File: src/rtl/dmem_arbiter_if.sv
// Bus bundle between the two requesters (CPU MEM stage on A, loader/debug on B),
// the data-memory arbiter and the single-port data memory.
interface dmem_arbiter_if #(
    parameter int unsigned DATA_W = 32,
    parameter int unsigned ADDR_W = 32
);
    logic              a_req;
    logic              a_we;
    logic [ADDR_W-1:0] a_addr;
    logic [DATA_W-1:0] a_wdata;
    logic              a_ack;
    logic              a_err;
    logic [DATA_W-1:0] a_rdata;

    logic              b_req;
    logic              b_we;
    logic [ADDR_W-1:0] b_addr;
    logic [DATA_W-1:0] b_wdata;
    logic              b_ack;
    logic              b_err;
    logic [DATA_W-1:0] b_rdata;

    logic [ADDR_W-1:0] mem_addr;
    logic [DATA_W-1:0] mem_wdata;
    logic              mem_write;
    logic              mem_read;
    logic [DATA_W-1:0] mem_rdata;

    logic              busy;

    // Arbiter side
    modport slave (
        input  a_req, a_we, a_addr, a_wdata,
        output a_ack, a_err, a_rdata,
        input  b_req, b_we, b_addr, b_wdata,
        output b_ack, b_err, b_rdata,
        output mem_addr, mem_wdata, mem_write, mem_read,
        input  mem_rdata,
        output busy
    );

    // Requester/memory side
    modport master (
        output a_req, a_we, a_addr, a_wdata,
        input  a_ack, a_err, a_rdata,
        output b_req, b_we, b_addr, b_wdata,
        input  b_ack, b_err, b_rdata,
        input  mem_addr, mem_wdata, mem_write, mem_read,
        output mem_rdata,
        input  busy
    );
endinterface

File: src/rtl/dmem_arbiter.sv
// Round-robin arbiter sharing one single-port data memory between port A (CPU)
// and port B (loader/debug); fixed-latency strobe sequencing, no caching.
module dmem_arbiter #(
    parameter int unsigned DATA_W      = 32,
    parameter int unsigned ADDR_W      = 32,
    parameter int unsigned DEPTH       = 256,
    parameter int unsigned MEM_LATENCY = 1
) (
    input  logic           clk,
    input  logic           rst,
    dmem_arbiter_if.slave  bus
);

    typedef enum logic [1:0] {
        IDLE,
        ACCESS,
        RESP
    } state_t;

    typedef enum logic {
        PORT_A,
        PORT_B
    } port_t;

    localparam int unsigned       CNT_W    = (MEM_LATENCY > 1) ? $clog2(MEM_LATENCY) : 1;
    localparam logic [CNT_W-1:0]  CNT_INIT = CNT_W'(MEM_LATENCY - 1);
    localparam logic [ADDR_W:0]   DEPTH_X  = (ADDR_W + 1)'(DEPTH);

    state_t            state_q,     state_d;
    port_t             gnt_q,       gnt_d;
    port_t             last_q,      last_d;
    logic              we_q,        we_d;
    logic              err_q,       err_d;
    logic [CNT_W-1:0]  cnt_q,       cnt_d;
    logic [ADDR_W-1:0] mem_addr_q,  mem_addr_d;
    logic [DATA_W-1:0] mem_wdata_q, mem_wdata_d;
    logic [DATA_W-1:0] a_rdata_q,   a_rdata_d;
    logic [DATA_W-1:0] b_rdata_q,   b_rdata_d;

    port_t             sel_port;
    logic              req_any;
    logic              sel_we;
    logic [ADDR_W-1:0] sel_addr;
    logic [DATA_W-1:0] sel_wdata;
    logic              in_range;

    // B wins only when A is idle or A had the previous grant.
    always_comb begin
        req_any   = bus.a_req || bus.b_req;
        sel_port  = (bus.b_req && (!bus.a_req || last_q == PORT_A)) ? PORT_B : PORT_A;
        sel_we    = (sel_port == PORT_B) ? bus.b_we    : bus.a_we;
        sel_addr  = (sel_port == PORT_B) ? bus.b_addr  : bus.a_addr;
        sel_wdata = (sel_port == PORT_B) ? bus.b_wdata : bus.a_wdata;
        in_range  = {1'b0, sel_addr} < DEPTH_X;
    end

    always_comb begin
        state_d     = state_q;
        gnt_d       = gnt_q;
        last_d      = last_q;
        we_d        = we_q;
        err_d       = err_q;
        cnt_d       = cnt_q;
        mem_addr_d  = mem_addr_q;
        mem_wdata_d = mem_wdata_q;
        a_rdata_d   = a_rdata_q;
        b_rdata_d   = b_rdata_q;

        unique case (state_q)
            IDLE: begin
                if (req_any) begin
                    gnt_d  = sel_port;
                    last_d = sel_port;
                    we_d   = sel_we;
                    err_d  = !in_range;
                    cnt_d  = CNT_INIT;
                    if (in_range) begin
                        // Memory-side address/data only move on real accesses.
                        mem_addr_d  = sel_addr;
                        mem_wdata_d = sel_wdata;
                        state_d     = ACCESS;
                    end else begin
                        state_d = RESP;
                        if (!sel_we) begin
                            if (sel_port == PORT_B) b_rdata_d = '0;
                            else                    a_rdata_d = '0;
                        end
                    end
                end
            end

            ACCESS: begin
                if (cnt_q == '0) begin
                    state_d = RESP;
                    if (!we_q) begin
                        if (gnt_q == PORT_B) b_rdata_d = bus.mem_rdata;
                        else                 a_rdata_d = bus.mem_rdata;
                    end
                end else begin
                    cnt_d = cnt_q - 1'b1;
                end
            end

            RESP: begin
                state_d = IDLE;
            end

            default: begin
                state_d = IDLE;
            end
        endcase
    end

    always_ff @(posedge clk) begin
        if (rst) begin
            state_q     <= IDLE;
            gnt_q       <= PORT_A;
            last_q      <= PORT_B;
            we_q        <= 1'b0;
            err_q       <= 1'b0;
            cnt_q       <= '0;
            mem_addr_q  <= '0;
            mem_wdata_q <= '0;
            a_rdata_q   <= '0;
            b_rdata_q   <= '0;
        end else begin
            state_q     <= state_d;
            gnt_q       <= gnt_d;
            last_q      <= last_d;
            we_q        <= we_d;
            err_q       <= err_d;
            cnt_q       <= cnt_d;
            mem_addr_q  <= mem_addr_d;
            mem_wdata_q <= mem_wdata_d;
            a_rdata_q   <= a_rdata_d;
            b_rdata_q   <= b_rdata_d;
        end
    end

    assign bus.a_ack     = (state_q == RESP) && (gnt_q == PORT_A);
    assign bus.b_ack     = (state_q == RESP) && (gnt_q == PORT_B);
    assign bus.a_err     = bus.a_ack && err_q;
    assign bus.b_err     = bus.b_ack && err_q;
    assign bus.a_rdata   = a_rdata_q;
    assign bus.b_rdata   = b_rdata_q;

    assign bus.mem_addr  = mem_addr_q;
    assign bus.mem_wdata = mem_wdata_q;
    assign bus.mem_write = (state_q == ACCESS) && we_q;
    assign bus.mem_read  = (state_q == ACCESS) && !we_q;

    assign bus.busy      = (state_q != IDLE);

endmodule

File: src/flat_wrapper.sv
// flat-port wrapper written by rule: the top's interface ports become plain ports
module dmem_arbiter_flat 
#(
    parameter int unsigned DATA_W      = 32,
    parameter int unsigned ADDR_W      = 32,
    parameter int unsigned DEPTH       = 256,
    parameter int unsigned MEM_LATENCY = 1
)
  (clk, rst, bus_a_req, bus_a_we, bus_a_addr, bus_a_wdata, bus_a_ack, bus_a_err, bus_a_rdata, bus_b_req, bus_b_we, bus_b_addr, bus_b_wdata, bus_b_ack, bus_b_err, bus_b_rdata, bus_mem_addr, bus_mem_wdata, bus_mem_write, bus_mem_read, bus_mem_rdata, bus_busy);
  dmem_arbiter_if #(.DATA_W(DATA_W), .ADDR_W(ADDR_W)) bus_i ();
  input  logic clk;
  input  logic rst;
  input wire logic [$bits(bus_i.a_req)-1:0] bus_a_req;
  input wire logic [$bits(bus_i.a_we)-1:0] bus_a_we;
  input wire logic [$bits(bus_i.a_addr)-1:0] bus_a_addr;
  input wire logic [$bits(bus_i.a_wdata)-1:0] bus_a_wdata;
  output wire logic [$bits(bus_i.a_ack)-1:0] bus_a_ack;
  output wire logic [$bits(bus_i.a_err)-1:0] bus_a_err;
  output wire logic [$bits(bus_i.a_rdata)-1:0] bus_a_rdata;
  input wire logic [$bits(bus_i.b_req)-1:0] bus_b_req;
  input wire logic [$bits(bus_i.b_we)-1:0] bus_b_we;
  input wire logic [$bits(bus_i.b_addr)-1:0] bus_b_addr;
  input wire logic [$bits(bus_i.b_wdata)-1:0] bus_b_wdata;
  output wire logic [$bits(bus_i.b_ack)-1:0] bus_b_ack;
  output wire logic [$bits(bus_i.b_err)-1:0] bus_b_err;
  output wire logic [$bits(bus_i.b_rdata)-1:0] bus_b_rdata;
  output wire logic [$bits(bus_i.mem_addr)-1:0] bus_mem_addr;
  output wire logic [$bits(bus_i.mem_wdata)-1:0] bus_mem_wdata;
  output wire logic [$bits(bus_i.mem_write)-1:0] bus_mem_write;
  output wire logic [$bits(bus_i.mem_read)-1:0] bus_mem_read;
  input wire logic [$bits(bus_i.mem_rdata)-1:0] bus_mem_rdata;
  output wire logic [$bits(bus_i.busy)-1:0] bus_busy;
  assign bus_i.a_req = bus_a_req;
  assign bus_i.a_we = bus_a_we;
  assign bus_i.a_addr = bus_a_addr;
  assign bus_i.a_wdata = bus_a_wdata;
  assign bus_a_ack = bus_i.a_ack;
  assign bus_a_err = bus_i.a_err;
  assign bus_a_rdata = bus_i.a_rdata;
  assign bus_i.b_req = bus_b_req;
  assign bus_i.b_we = bus_b_we;
  assign bus_i.b_addr = bus_b_addr;
  assign bus_i.b_wdata = bus_b_wdata;
  assign bus_b_ack = bus_i.b_ack;
  assign bus_b_err = bus_i.b_err;
  assign bus_b_rdata = bus_i.b_rdata;
  assign bus_mem_addr = bus_i.mem_addr;
  assign bus_mem_wdata = bus_i.mem_wdata;
  assign bus_mem_write = bus_i.mem_write;
  assign bus_mem_read = bus_i.mem_read;
  assign bus_i.mem_rdata = bus_mem_rdata;
  assign bus_busy = bus_i.busy;
  dmem_arbiter #(.DATA_W(DATA_W), .ADDR_W(ADDR_W), .DEPTH(DEPTH), .MEM_LATENCY(MEM_LATENCY)) u_core (.clk(clk), .rst(rst), .bus(bus_i));
endmodule
File: config.mk
export PLATFORM = sky130hd
export DESIGN_NAME = dmem_arbiter_flat
export DESIGN_NICKNAME = d
export VERILOG_FILES = /design/src/rtl/dmem_arbiter_if.sv /design/src/rtl/dmem_arbiter.sv /design/src/flat_wrapper.sv
export SDC_FILE = /design/constraint.sdc
export NUM_CORES = 1
export LEC_CHECK = 0
export CAP_MARGIN = 20
export CORE_AREA = 2 2 98 147
export CTS_BUF_LIST = sky130_fd_sc_hd__clkbuf_4 sky130_fd_sc_hd__clkbuf_8 sky130_fd_sc_hd__clkbuf_16
export CTS_CLUSTER_SIZE = 10
export DETAILED_ROUTE_END_ITERATION = 10
export DIE_AREA = 0 0 100 149
export GPL_TIMING_DRIVEN = 1
export PLACE_DENSITY = 0.8
export SLEW_MARGIN = 5
export SYNTH_ARGS = -nofsm -noshare
export SYNTH_HDL_FRONTEND = slang
export SYNTH_SLANG_ARGS = --single-unit
File: constraint.sdc
create_clock -name clk -period 2.27 [get_ports clk]
set_input_delay 0.227 -clock clk [delete_from_list [all_inputs] [get_ports clk]]
set_output_delay 0.227 -clock clk [all_outputs]
set_load 0.005 [all_outputs]
==> summary.md <==
| Metric | Value |
|---|---|
| Area of the mapped netlist | `5060 um^2` |
| Final core utilization | `66.3%` |
| Synth cell types | `35` |
| CTS tree | `done` |
| Final Hold Vio Count | `0` |
| CTS Root Cell | `clkbuf_16` |
| M3 GR Usage | `8.90%` |
| Cell Pwr Density | `681 nW/um^2` |
| Post-CTS sizing | `0` |
| Post-synthesis cell count | `450` |
| P_int | `4900 uW` |
| Crit-path max FO | `32` |
| Total GRT Usage | `23.6%` |
| Wire per inst | `19.7 um` |
| CP Capture Type | `flip-flop` |
| Final wirelength | `18400 um` |
| Largest net degree at the start of global routing | `65` |
| Mapped Nets | `616` |
| Max-Cap Viols | `0` |
| RSZ-0062 raised after global routing | `no` |
| Sw Ratio | `21.3%` |
| NetSw | `1320 uW` |
| Synth Register Bits | `134` |
| First-pass GRT wire length | `27000 um` |
| Hold Path Class | `in -> reg` |
| Ys async rst share | `0%` |
| Busiest grt layer | `met2` |
| Synth warn | `0` |
| Min Hold Slack | `206 ps` |
| Final Max Tran Viols | `0` |
| CTS H-tree lvls | `4` |
| Leak Pwr | `0.00323 uW` |
| CP Cell Sequence | `clkdlybuf4s50_1, nor4_1, buf_4, nand2_1, or3_1, a31oi_2, buf_12, a32o_1` |
| Clock power frac | `52.1%` |
| Initial antenna violation count | `4` |
| Top cell type's share of synthesized area | `53.0%` |
| Area taken by multi-input logic gates | `2170 um^2` |
| Largest area contributor in the netlist | `dfxtp_1` |
| CP peak stage delay | `570 ps` |
| Top cells by area, synth | `dfxtp_1 53%, a32o_1 13%, mux2i_1 7.9%` |
| Fillers | `1057` |
| Buf/Inv on CP | `3` |
| Final worst-path cycle share | `97.8%` |
| HPWL after DPL | `14100 um` |
| # port buffers | `300` |
| Vias | `5128` |
| Final #Nets | `923` |
| Vias in the first global route | `5065` |
| Synth top cells by count | `134 x dfxtp_1, 65 x a32o_1, 42 x a21oi_1` |
| Setup TNS | `0 ps` |
| Critical Path RT | `2620 ps` |
| Slowest CP cell | `nor4_1` |
| Layout cells sized above 1 | `10.1%` |
| I/O pin cnt | `301` |
| Clock skew | `7.32 ps` |
| GP Congestion | `0.867` |
| Flop pwr share | `38.1%` |
| GRT Residual Overflow | `0` |
| Clk slew on worst S/H paths | `60 ps` |
| CTS Hold Bufs | `0` |
| Met1 Usage GRT | `22.8%` |
| Setup Fix Bufs, Post-CTS | `0` |
| Worst VDD drop | `0.000384 V` |
| Die area | `14900 um^2` |
| Top-count cell post-synth | `dfxtp_1` |
| Combinational Power Share | `9.8%` |
| Vias/cell | `5.48` |
| Total Power | `6220 uW` |
| Clock sinks | `134` |
| CP arrival | `2560 ps` |
| Die height | `149 um` |
| Ys flop type | `dfxtp_1` |
| Area Overhead vs Synth | `80.7%` |
| Peak Freq | `451 MHz` |
| Setup violators final | `0` |
| Core Area | `13800 um^2` |
| Die Width | `100 um` |
| DR pass1 iterations | `4` |
| Max Buffers Root-to-Sink | `2` |
| EDFF count, synth | `0` |
| Relative slew slack | `60.3%` |
| Final ANT Viol Nets | `0` |
| Critical path's top delay family | `simple AND/OR/NAND/NOR gates` |
| Syn_area_per_cell | `11.2 um^2` |
| Critical path type | `in -> reg` |
| Outcome | `finished, final reports clean` |
| Std-Cell Rows | `53` |
| Clk_lat worst skew | `410 ps` |
| DRC violations left | `0` |
| Worst-margin pin slew | `590 ps` |
| Fin crit period | `2220 ps` |
| Initial Utilization | `36.7%` |
| GR Util met2 | `43.6%` |
| DRT iter0 DRCs | `203` |
| Register area | `2680 um^2` |
| Critical path launch point type | `primary input` |
| Num CTS Buffers | `17` |
| Post-synthesis sequential area ratio | `53.0%` |
[per-stage QoR]
stage,cell area (um^2),cells,setup slack (ps)
2_1_floorplan,5060,450,519
3_3_place_gp,8440,903,-312
3_5_place_dp,8440,903,-328
4_1_cts,9140,934,76.6
5_1_grt,9140,934,2.64
6_report,9140,935,50.3
[layout make-up]
class	count	share of cell area (%)
multi-input combinational	266	23.7
clock inverter	14	2.96
sequential	134	29.3
timing repair buffer	335	36.9
clock buffer	17	4.65
tap	165	2.26
antenna	1	0.0274
inverter	3	0.123
[per-layer routing]
layer | routed length (um) | vias to the layer above
met5 | 40 | -
met4 | 680 | 6
met3 | 1810 | 53
met2 | 9520 | 277
met1 | 6350 | 2393
li1 | - | 2399
[final timing paths]
kind	startpoint	end	slack [ps]	cells past startpoint
worst max-delay path	bus_b_addr[17]	u_core.bus.a_rdata[1]$_SDFFE_PP0P_	50	8
worst min-delay path	rst	u_core.gnt_q$_SDFFE_PP0P_	210	2
worst max register to register	u_core.last_q$_SDFFE_PP1P_	u_core.bus.a_rdata[1]$_SDFFE_PP0P_	340	5
worst min register to register	u_core.bus.mem_addr[15]$_SDFFE_PP0P_	u_core.bus.mem_addr[15]$_SDFFE_PP0P_	460	1
[layout by cell type (no fill, tap or decap), types with 12 or more instances in the layout]
cell               n
clkdlybuf4s50_1  299
dfxtp_1          134
and2_1            26
buf_4             26
nor4_1            12
a32o_1            65
mux2i_1           40
clkbuf_16         17
a21oi_1           42
a311oi_1          40
[kinds of logic after synthesis]
kind of cell           share of synthesized area, %
AOI/OAI and AO/OA                              26.2
muxes                                          7.91
buffers and inverters                          5.19
and+or+nand+nor                                7.69
DFF                                            53.0
[worst register-to-register path: stages, from the launching register on]
cell     delay (ps)
dfxtp_1         440
nor2b_1         100
or3b_2          510
o32ai_4         170
buf_4           400
a32o_1          260
[power groups by stage]
| stage | combinational (uW) | clock [uW] | sequential [uW] |
|---|---|---|---|
| floorplan | 213 | 0 | 2420 |
| CTS | 611 | 3280 | 2370 |
| finish | 611 | 3240 | 2370 |
| global placement | 596 | 0 | 2420 |
| detailed placement | 608 | 0 | 2420 |
| global route | 649 | 3380 | 2370 |
[registers in the layout (all words and copies together), names as in the netlist]
name,cells
u_core.bus.a_rdata,32
u_core.bus.b_rdata,32
u_core.bus.mem_addr,32
u_core.bus.mem_wdata,32
u_core.state_q,2
u_core.err_q,1
u_core.gnt_q,1
u_core.last_q,1
u_core.we_q,1
(Power assumes the default switching activity.)
